**src/rtl/serial_word_serializer.sv**
```systemverilog
// -----------------------------------------------------------------------------
// serial_word_serializer
//
// Parallel-in / serial-out word serializer intended to drive the D input of a
// downstream serial-in shift register.  One word can be held in a buffer while
// the previous word is shifting out, so back-to-back words leave no gap.
//
// Parameters
//   WIDTH      data word width, 2..32
//   MSB_FIRST  1: din[WIDTH-1] leaves first (downstream register ends up == din)
//              0: din[0] leaves first
//
// Ports
//   clk          single clock, posedge
//   rst_n        asynchronous active-low reset
//   din          parallel word
//   din_valid    din offered this cycle
//   din_ready    hold buffer can take a word (combinational, low in reset)
//   sout         serial bit (0 when sout_valid is low)
//   sout_valid   sout carries a data or parity bit
//   frame_start  first bit of a word
//   frame_end    last bit of a word (parity bit when parity is built in)
//   busy         hold buffer full or a frame in flight
//
// Build option
//   SERIALIZER_PARITY_EN  when defined, an even-parity bit (XOR of the data
//                         bits) follows each word as one extra valid cycle.
// -----------------------------------------------------------------------------
module serial_word_serializer #(
    parameter int WIDTH     = 4,
    parameter bit MSB_FIRST = 1'b1
) (
    input  logic             clk,
    input  logic             rst_n,
    input  logic [WIDTH-1:0] din,
    input  logic             din_valid,
    output logic             din_ready,
    output logic             sout,
    output logic             sout_valid,
    output logic             frame_start,
    output logic             frame_end,
    output logic             busy
);

    localparam int CW = $clog2(WIDTH + 1);
    localparam logic [CW-1:0] LAST_CNT     = CW'(WIDTH - 1);
    localparam logic [CW-1:0] PRE_LAST_CNT = CW'(WIDTH - 2);

`ifdef SERIALIZER_PARITY_EN
    localparam bit PARITY_EN = 1'b1;
`else
    localparam bit PARITY_EN = 1'b0;
`endif

    typedef enum logic [1:0] {
        ST_IDLE   = 2'd0,
        ST_SHIFT  = 2'd1,
        ST_PARITY = 2'd2
    } state_t;

    // Advance the shifter by one bit in the transmit direction.
    function automatic logic [WIDTH-1:0] shift_once(input logic [WIDTH-1:0] w);
        logic [WIDTH-1:0] r;
        if (MSB_FIRST) begin
            r = {w[WIDTH-2:0], 1'b0};
        end else begin
            r = {1'b0, w[WIDTH-1:1]};
        end
        return r;
    endfunction

    // Bit of a word that goes out next.
    function automatic logic first_bit(input logic [WIDTH-1:0] w);
        logic b;
        if (MSB_FIRST) begin
            b = w[WIDTH-1];
        end else begin
            b = w[0];
        end
        return b;
    endfunction

    // Even parity over the data bits.
    function automatic logic even_parity(input logic [WIDTH-1:0] w);
        return ^w;
    endfunction

    state_t           state_r, state_nxt_s;
    logic [WIDTH-1:0] hold_r, hold_nxt_s;
    logic             hold_full_r, hold_full_nxt_s;
    logic [WIDTH-1:0] shifter_r, shifter_nxt_s;
    logic [CW-1:0]    cnt_r, cnt_nxt_s;
    logic             sout_r, sout_nxt_s;
    logic             sout_valid_r, sout_valid_nxt_s;
    logic             frame_start_r, frame_start_nxt_s;
    logic             frame_end_r, frame_end_nxt_s;
    logic             busy_r, busy_nxt_s;
    logic             din_ready_s;
    logic             accept_s;
    logic             load_s;
`ifdef SERIALIZER_PARITY_EN
    logic             parity_r, parity_nxt_s;
`endif

    assign din_ready_s = rst_n & ~hold_full_r;
    assign din_ready   = din_ready_s;
    assign sout        = sout_r;
    assign sout_valid  = sout_valid_r;
    assign frame_start = frame_start_r;
    assign frame_end   = frame_end_r;
    assign busy        = busy_r;

    // Next-state, datapath and next-output decode.  Output registers always
    // carry the bit being presented in the cycle after the edge, so a load
    // decides the first bit straight from the hold register.
    always_comb begin
        state_nxt_s       = state_r;
        hold_nxt_s        = hold_r;
        hold_full_nxt_s   = hold_full_r;
        shifter_nxt_s     = shifter_r;
        cnt_nxt_s         = cnt_r;
        sout_nxt_s        = 1'b0;
        sout_valid_nxt_s  = 1'b0;
        frame_start_nxt_s = 1'b0;
        frame_end_nxt_s   = 1'b0;
        load_s            = 1'b0;
        accept_s          = din_valid & din_ready_s;
`ifdef SERIALIZER_PARITY_EN
        parity_nxt_s      = parity_r;
`endif

        case (state_r)
            ST_IDLE: begin
                if (hold_full_r) begin
                    load_s = 1'b1;
                end else begin
                    state_nxt_s = ST_IDLE;
                end
            end
            ST_SHIFT: begin
                if (cnt_r == LAST_CNT) begin
`ifdef SERIALIZER_PARITY_EN
                    state_nxt_s      = ST_PARITY;
                    sout_nxt_s       = parity_r;
                    sout_valid_nxt_s = 1'b1;
                    frame_end_nxt_s  = 1'b1;
`else
                    if (hold_full_r) begin
                        load_s = 1'b1;
                    end else begin
                        state_nxt_s = ST_IDLE;
                    end
`endif
                end else begin
                    shifter_nxt_s    = shift_once(shifter_r);
                    cnt_nxt_s        = cnt_r + CW'(1);
                    sout_nxt_s       = first_bit(shift_once(shifter_r));
                    sout_valid_nxt_s = 1'b1;
                    // Last data bit closes the frame only without a parity bit.
                    frame_end_nxt_s  = (cnt_r == PRE_LAST_CNT) & ~PARITY_EN;
                end
            end
`ifdef SERIALIZER_PARITY_EN
            ST_PARITY: begin
                if (hold_full_r) begin
                    load_s = 1'b1;
                end else begin
                    state_nxt_s = ST_IDLE;
                end
            end
`endif
            default: begin
                state_nxt_s = ST_IDLE;
            end
        endcase

        // Reload from hold: first bit of the new word goes straight out.
        if (load_s) begin
            state_nxt_s       = ST_SHIFT;
            shifter_nxt_s     = hold_r;
            cnt_nxt_s         = {CW{1'b0}};
            sout_nxt_s        = first_bit(hold_r);
            sout_valid_nxt_s  = 1'b1;
            frame_start_nxt_s = 1'b1;
`ifdef SERIALIZER_PARITY_EN
            parity_nxt_s      = even_parity(hold_r);
`endif
        end else begin
            frame_start_nxt_s = 1'b0;
        end

        // Accept and reload are exclusive: din_ready is low while hold is full.
        if (accept_s) begin
            hold_nxt_s      = din;
            hold_full_nxt_s = 1'b1;
        end else if (load_s) begin
            hold_full_nxt_s = 1'b0;
        end else begin
            hold_full_nxt_s = hold_full_r;
        end

        busy_nxt_s = hold_full_nxt_s | (state_nxt_s != ST_IDLE);
    end

    // FSM state register.
    always_ff @(posedge clk or negedge rst_n) begin
        if (!rst_n) begin
            state_r <= ST_IDLE;
        end else begin
            state_r <= state_nxt_s;
        end
    end

    // Hold buffer, shifter, counter and registered outputs.
    always_ff @(posedge clk or negedge rst_n) begin
        if (!rst_n) begin
            hold_r        <= {WIDTH{1'b0}};
            hold_full_r   <= 1'b0;
            shifter_r     <= {WIDTH{1'b0}};
            cnt_r         <= {CW{1'b0}};
            sout_r        <= 1'b0;
            sout_valid_r  <= 1'b0;
            frame_start_r <= 1'b0;
            frame_end_r   <= 1'b0;
            busy_r        <= 1'b0;
        end else begin
            hold_r        <= hold_nxt_s;
            hold_full_r   <= hold_full_nxt_s;
            shifter_r     <= shifter_nxt_s;
            cnt_r         <= cnt_nxt_s;
            sout_r        <= sout_nxt_s;
            sout_valid_r  <= sout_valid_nxt_s;
            frame_start_r <= frame_start_nxt_s;
            frame_end_r   <= frame_end_nxt_s;
            busy_r        <= busy_nxt_s;
        end
    end

`ifdef SERIALIZER_PARITY_EN
    // Parity of the word currently in the shifter, captured at load.
    always_ff @(posedge clk or negedge rst_n) begin
        if (!rst_n) begin
            parity_r <= 1'b0;
        end else begin
            parity_r <= parity_nxt_s;
        end
    end
`endif

endmodule

```
**config.mk**
```make
export PLATFORM = sky130hd
export DESIGN_NAME = serial_word_serializer
export DESIGN_NICKNAME = d
export VERILOG_FILES = /design/src/rtl/serial_word_serializer.sv
export SDC_FILE = /design/constraint.sdc
export NUM_CORES = 1
export LEC_CHECK = 0
export BUFFER_PORTS_ARGS = -buffer_cell sky130_fd_sc_hd__buf_2
export CAP_MARGIN = 20
export CELL_PAD_IN_SITES_DETAIL_PLACEMENT = 1
export CELL_PAD_IN_SITES_GLOBAL_PLACEMENT = 1
export CORE_MARGIN = 1
export CORE_UTILIZATION = 38
export DETAILED_ROUTE_END_ITERATION = 12
export GPL_TIMING_DRIVEN = 0
export PLACE_DENSITY = 0.82
export SLEW_MARGIN = 30
export SYNTH_ARGS = -nofsm -noshare
export SYNTH_HDL_FRONTEND = slang
export SYNTH_SLANG_ARGS = --single-unit
```
**constraint.sdc**
```tcl
create_clock -name clk -period 1.5 [get_ports clk]
set_input_delay 0.3 -clock clk [delete_from_list [all_inputs] [get_ports clk]]
set_output_delay 0.3 -clock clk [all_outputs]
set_load 0.01 [all_outputs]
```
---- Word level (Yosys, flattened, before mapping) ----
Index checks and enable logic that the tools add are counted.
storage, ports and cells
  register bits after elaboration ......... 18
  bits in latches ......................... 0
  RAM bits ................................ 0
  bits in read-only memories .............. 0
  input bits .............................. 7
  output and inout port bits .............. 6
  memories kept ........................... 0
cells by class
  add/sub/neg operators ................... 1
  multiply operators ...................... 0
  div/mod/pow operators ................... 0
  order comparisons ....................... 0
  equal/unequal tests ..................... 4
  shift-type cells ........................ 0
  mux-type cells .......................... 24
  bitwise logic cells ..................... 4
  reduce and logical (&&, ||, !) cells .... 4
operator list
  operator                                        count
  2-to-1 mux 3 bit                                6
  2-to-1 mux 1 bit                                13
  == test 3 x 2 -> 1 bit (second input constant)  2
  2-to-1 mux 2 bit                                3
  one-hot mux 2 bit (2 select lines)              1
  nonzero test 2 bit                              2
  adder 3 x 1 -> 3 bit (second input constant)    1
  bitwise AND 1 bit                               2
  == test 2 x 1 -> 1 bit (second input constant)  1
  zero test 2 bit                                 1
  != test 2 bit (second input constant)           1
  one-hot mux 1 bit (2 select lines)              1
  AND reduction 2 bit                             1
  inverter 1 bit                                  1
  bitwise OR 1 bit                                1

---- Depth between registers and ports, before layout ----
  depth after elaboration ................. 6
  mapped depth ............................ 6
  mapped depth without buffers ............ 6

---- Worst setup path before layout ----
OpenSTA, ideal clock, no wires.
  kind .................................... reg2reg
  start point ............................. register cnt_r[1]
  end point ............................... register shifter_r[0]
  setup time .............................. 121 ps
  arrival time ............................ 1,346 ps
  path slack .............................. 33 ps
  cell stages (with the launch flop) ...... 6
  buffers on the path ..................... 0
  period minus slack after synthesis ...... 1,467 ps
  path through ............................ dfrtp_1 > ha_1 > ha_1 > nand2b_2 > a21o_1 > a22o_1
on the way
  longest elaborated chain between the ends .. 5
  elaborated cells on any way between the ends .. 7
  classes of those cells .................. eq/ne (2); mux (3); reduce/logical (2)
RTL lines
  element                                                                      line  source
  from (decl)                                                                  92    logic [CW-1:0] cnt_r, cnt_nxt_s;
  from (signal assigned)                                                       220   cnt_r <= {CW{1'b0}};
  from (signal assigned)                                                       230   cnt_r <= cnt_nxt_s;
  == test 3 x 2 -> 1 bit *                                                     141   if (cnt_r == LAST_CNT) begin
  2-to-1 mux 1 bit                                                             141
  one-hot mux 1 bit (2 select lines)                                           132   case (state_r)
  != test 2 bit (no source line) / nonzero test 2 bit (equally long branches)  n/a
  AND reduction 2 bit (no source line)                                         n/a
  to (signal assigned)                                                         219   shifter_r <= {WIDTH{1'b0}};
  to (signal assigned)                                                         229   shifter_r <= shifter_nxt_s;
  to (decl)                                                                    91    logic [WIDTH-1:0] shifter_r, shifter_nxt_s;
Mark *: on every way between the ends. The rest lies on a longest branch, timed or not.
A chain may end at the register's enable or synchronous reset.

---- Final worst setup path ----
Ends and elaborated chain as after synthesis.

==> qor.yml <==
sta:
  tightest_slew_ns: 0.7545
  hold_viol_final: 0
  fin_skew_ns: 0.001725
  fmax_mhz: 690.0
  maxSlewViolCount: 0
  finalSetupTns_ns: 0
  rsz0062_at_grt: "yes"
  finalCriticalPeriod_ns: 1.449
  period_share_pct: 96.62
  whs_ns: 0.2339
  setup_violations: 0
  slew_headroom_pct: 49.53
finish:
  fin_nets: 85
  area_growth_pct: 25.12
  finalCoreUtilization_pct: 52.77
  fin_area_um2: 940.9
  seqCellArea_um2: 450.4
  multi_input_area_um2: 319.1
  diodes: 0
  layout-drive-gt1-share_pct: 44.59
  fillers: 189
synth:
  synth.area.top_cells: "dfrtp_1 60%, mux2_4 8.0%, ha_1 5.0%"
  synth_area_um2: 752.0
  yosysMostFrequentCell: "dfrtp_1"
  synth_mux_area_share_pct: 9.318
  synth_nets: 65
  synth-adder-area-share_pct: 4.992
  synth_edf_count: 0
  yosys_most_used_dff: "dfrtp_1"
  yosys.area.top_type: "dfrtp_1"
  yosysUniqueCellTypes: 24
  ys_seq_area_share_pct: 59.90
  async_reset_ff_share_pct: 100.0
  synth_simple_gate_area_share_pct: 13.31
  synth_top_family_by_area: "simple AND/OR/NAND/NOR gates"
  synth_xor_area_share_pct: 0
  netlist_instances: 55
  ys_warn_count: 0
  synthTopCellsByCount: "18 x dfrtp_1, 4 x mux2_4, 3 x ha_1, 3 x inv_1, 3 x o2bb2ai_1"
  synth-compound-area-share_pct: 9.484
  yosysTopAreaCellShare_pct: 59.90
  synth-seq-cells: 18
  synth_area_per_cell_um2: 13.67
power:
  cellPowerDensity_nw_per_um2: 1530
  p_total_mw: 1.440
  total_leakage_power_nw: 0.4843
  vdd_drop_max_mv: 0.6014
setup_path:
  crit_type: "reg2reg"
  cp_data_required_time_ns: 1.69
  cp_max_fo: 6
  endpoint_kind: "register"
  crit_arrival_ns: 1.64
  crit_path_start_kind: "register"
status:
  status: "complete, no violations"
cts:
  root_buffer: "clkbuf_4"
  cts.clk_slew.worst_paths_ns: 0.10
  cts.path.max_buffers: 2
  ctsHtreeMaxLevel: 1
  insertion_delay_ns: 0.29
  cts_tree: "done"
  cts_inserted_buffers: 3
  cts_sinks: 18
floorplanning:
  initial_core_util_pct: 42.18
  die-area_um2: 2161
  core_area_um2: 1783
  num_io_pins: 13
  dieHeight_um: 46.49
  rows: 15
  dieWidth_um: 46.49
placed_design:
  placed_area_um2: 843.3
  io_buffers: 12
  finalWeightedCongestion: 0.7296
  hpwl_um: 852.3
routing:
  num_vias: 483
  drc_errors: 0
  drt-wirelength-per-cell_um: 13.67
  wl_mm: 1.353
  ant_nets: 0
  drtIter0Drc: 1
  post_drt_via_cell_ratio: 4.879
  first_pass_iters: 3
hold_path:
  min_path_type: "in2reg"
global_route:
  grt_pass1_wl_mm: 2.290
  grt_util_all_layers_pct: 16.65
  antenna_found_initial: 0
  grt_start_max_net_pins: 19
  grt_overflow_total: 0
  grt_pass1_vias: 489
run:
  maxCapViolations: 0
[placed cells by master (no fill, tap or decap)]
cell type	instances
a21o_4	1
a21oi_1	1
a22o_1	1
a31oi_1	2
and2b_2	1
and3b_1	2
buf_2	12
buf_4	2
clkbuf_4	3
clkbuf_8	1
conb_1	1
dfrtp_1	18
dlygate4sd3_1	1
ha_1	1
ha_2	1
ha_4	1
inv_1	3
inv_2	2
mux2_4	4
mux2i_1	1
nand2_1	2
nand2_4	1
nand2b_4	2
nand3_1	2
nor2b_4	1
nor3_2	1
nor3b_1	1
o21ai_0	1
o22ai_1	1
o2bb2ai_1	3
[cell families (layout without fill, tap and decap cells)]
family	after synthesis	after routing
buffers and inverters	5	24
DFF	18	18
adders and majority gates	3	3
muxes	5	5
other	1	1
and+or+nand+nor	13	13
AOI/OAI and AO/OA	10	10
[state kept, by name, summed over array words and instances (netlist names)]
signal	count
cnt_r	3
busy	1
sout	1
sout_valid	1
frame_end	1
frame_start	1
shifter_r	3
hold_full_r	1
state_r	2
hold_r	4
[routing by layer]
| layer | share of wire (%) | vias to the layer above | GRT usage [%] | wire [um] |
|---|---|---|---|---|
| met5 | 0 | - | 0 | 0 |
| met4 | 3.7 | 0 | 14.12 | 50 |
| met3 | 2.5 | 4 | 3.529 | 34 |
| met2 | 46 | 11 | 23.89 | 625 |
| met1 | 48 | 241 | 20.99 | 643 |
| li1 | - | 227 | - | - |
[per-stage QoR]
step / cells / worst slack (ns)
final: 99 / 0.05067
after global routing: 99 / -0.009574
after floorplan: 55 / 0.03324
after CTS: 98 / 0.02994
after detailed placement: 92 / -0.09256
after global placement: 92 / -0.08060
[final timing paths]
kind / start / endpoint / slack [ns] / depth (start not counted)
max in group asynchronous: rst_n / shifter_r[2] / 0.40 / 2
hold reg to reg: cnt_r[2] / frame_end / 0.43 / 1
min in group asynchronous: rst_n / shifter_r[0] / 0.63 / 2
setup reg to reg: cnt_r[1] / shifter_r[0] / 0.05 / 5
setup / recovery: cnt_r[1] / shifter_r[0] / 0.05 / 5
hold / removal: din[0] / hold_r[0] / 0.23 / 2
[power breakdown]
group	total [mW]	switching (mW)	leakage [nW]	internal [mW]
registers	0.708	0.0872	0.227	0.621
logic	0.441	0.196	0.236	0.245
clock network	0.290	0.142	0.0210	0.148
[layout make-up]
type | instances | area share (%)
Multi-Input combinational cell | 32 | 33.91
Clock buffer | 4 | 3.856
Timing Repair Buffer | 15 | 9.043
Tap cell | 25 | 3.324
Sequential cell | 18 | 47.87
Inverter | 5 | 1.995
[critical path: stages (launching register included)]
cell	delay, ns
dfrtp_1	0.40
ha_2	0.21
ha_4	0.17
nand2b_4	0.16
a21o_4	0.23
a22o_1	0.18
[what timing repair did]
| item | 4_1_cts | 5_1_grt |
|---|---|---|
| buffers inserted | 1 | 1 |
| pin swaps | 0 | 3 |
| hold buffers | 1 | 0 |
| endpoints found under the setup margin | 7 | 6 |
| gates resized for setup | 5 | 2 |
| endpoints found under the hold margin | 18 | 0 |
Note: power is estimated with default switching activity, not from simulation.
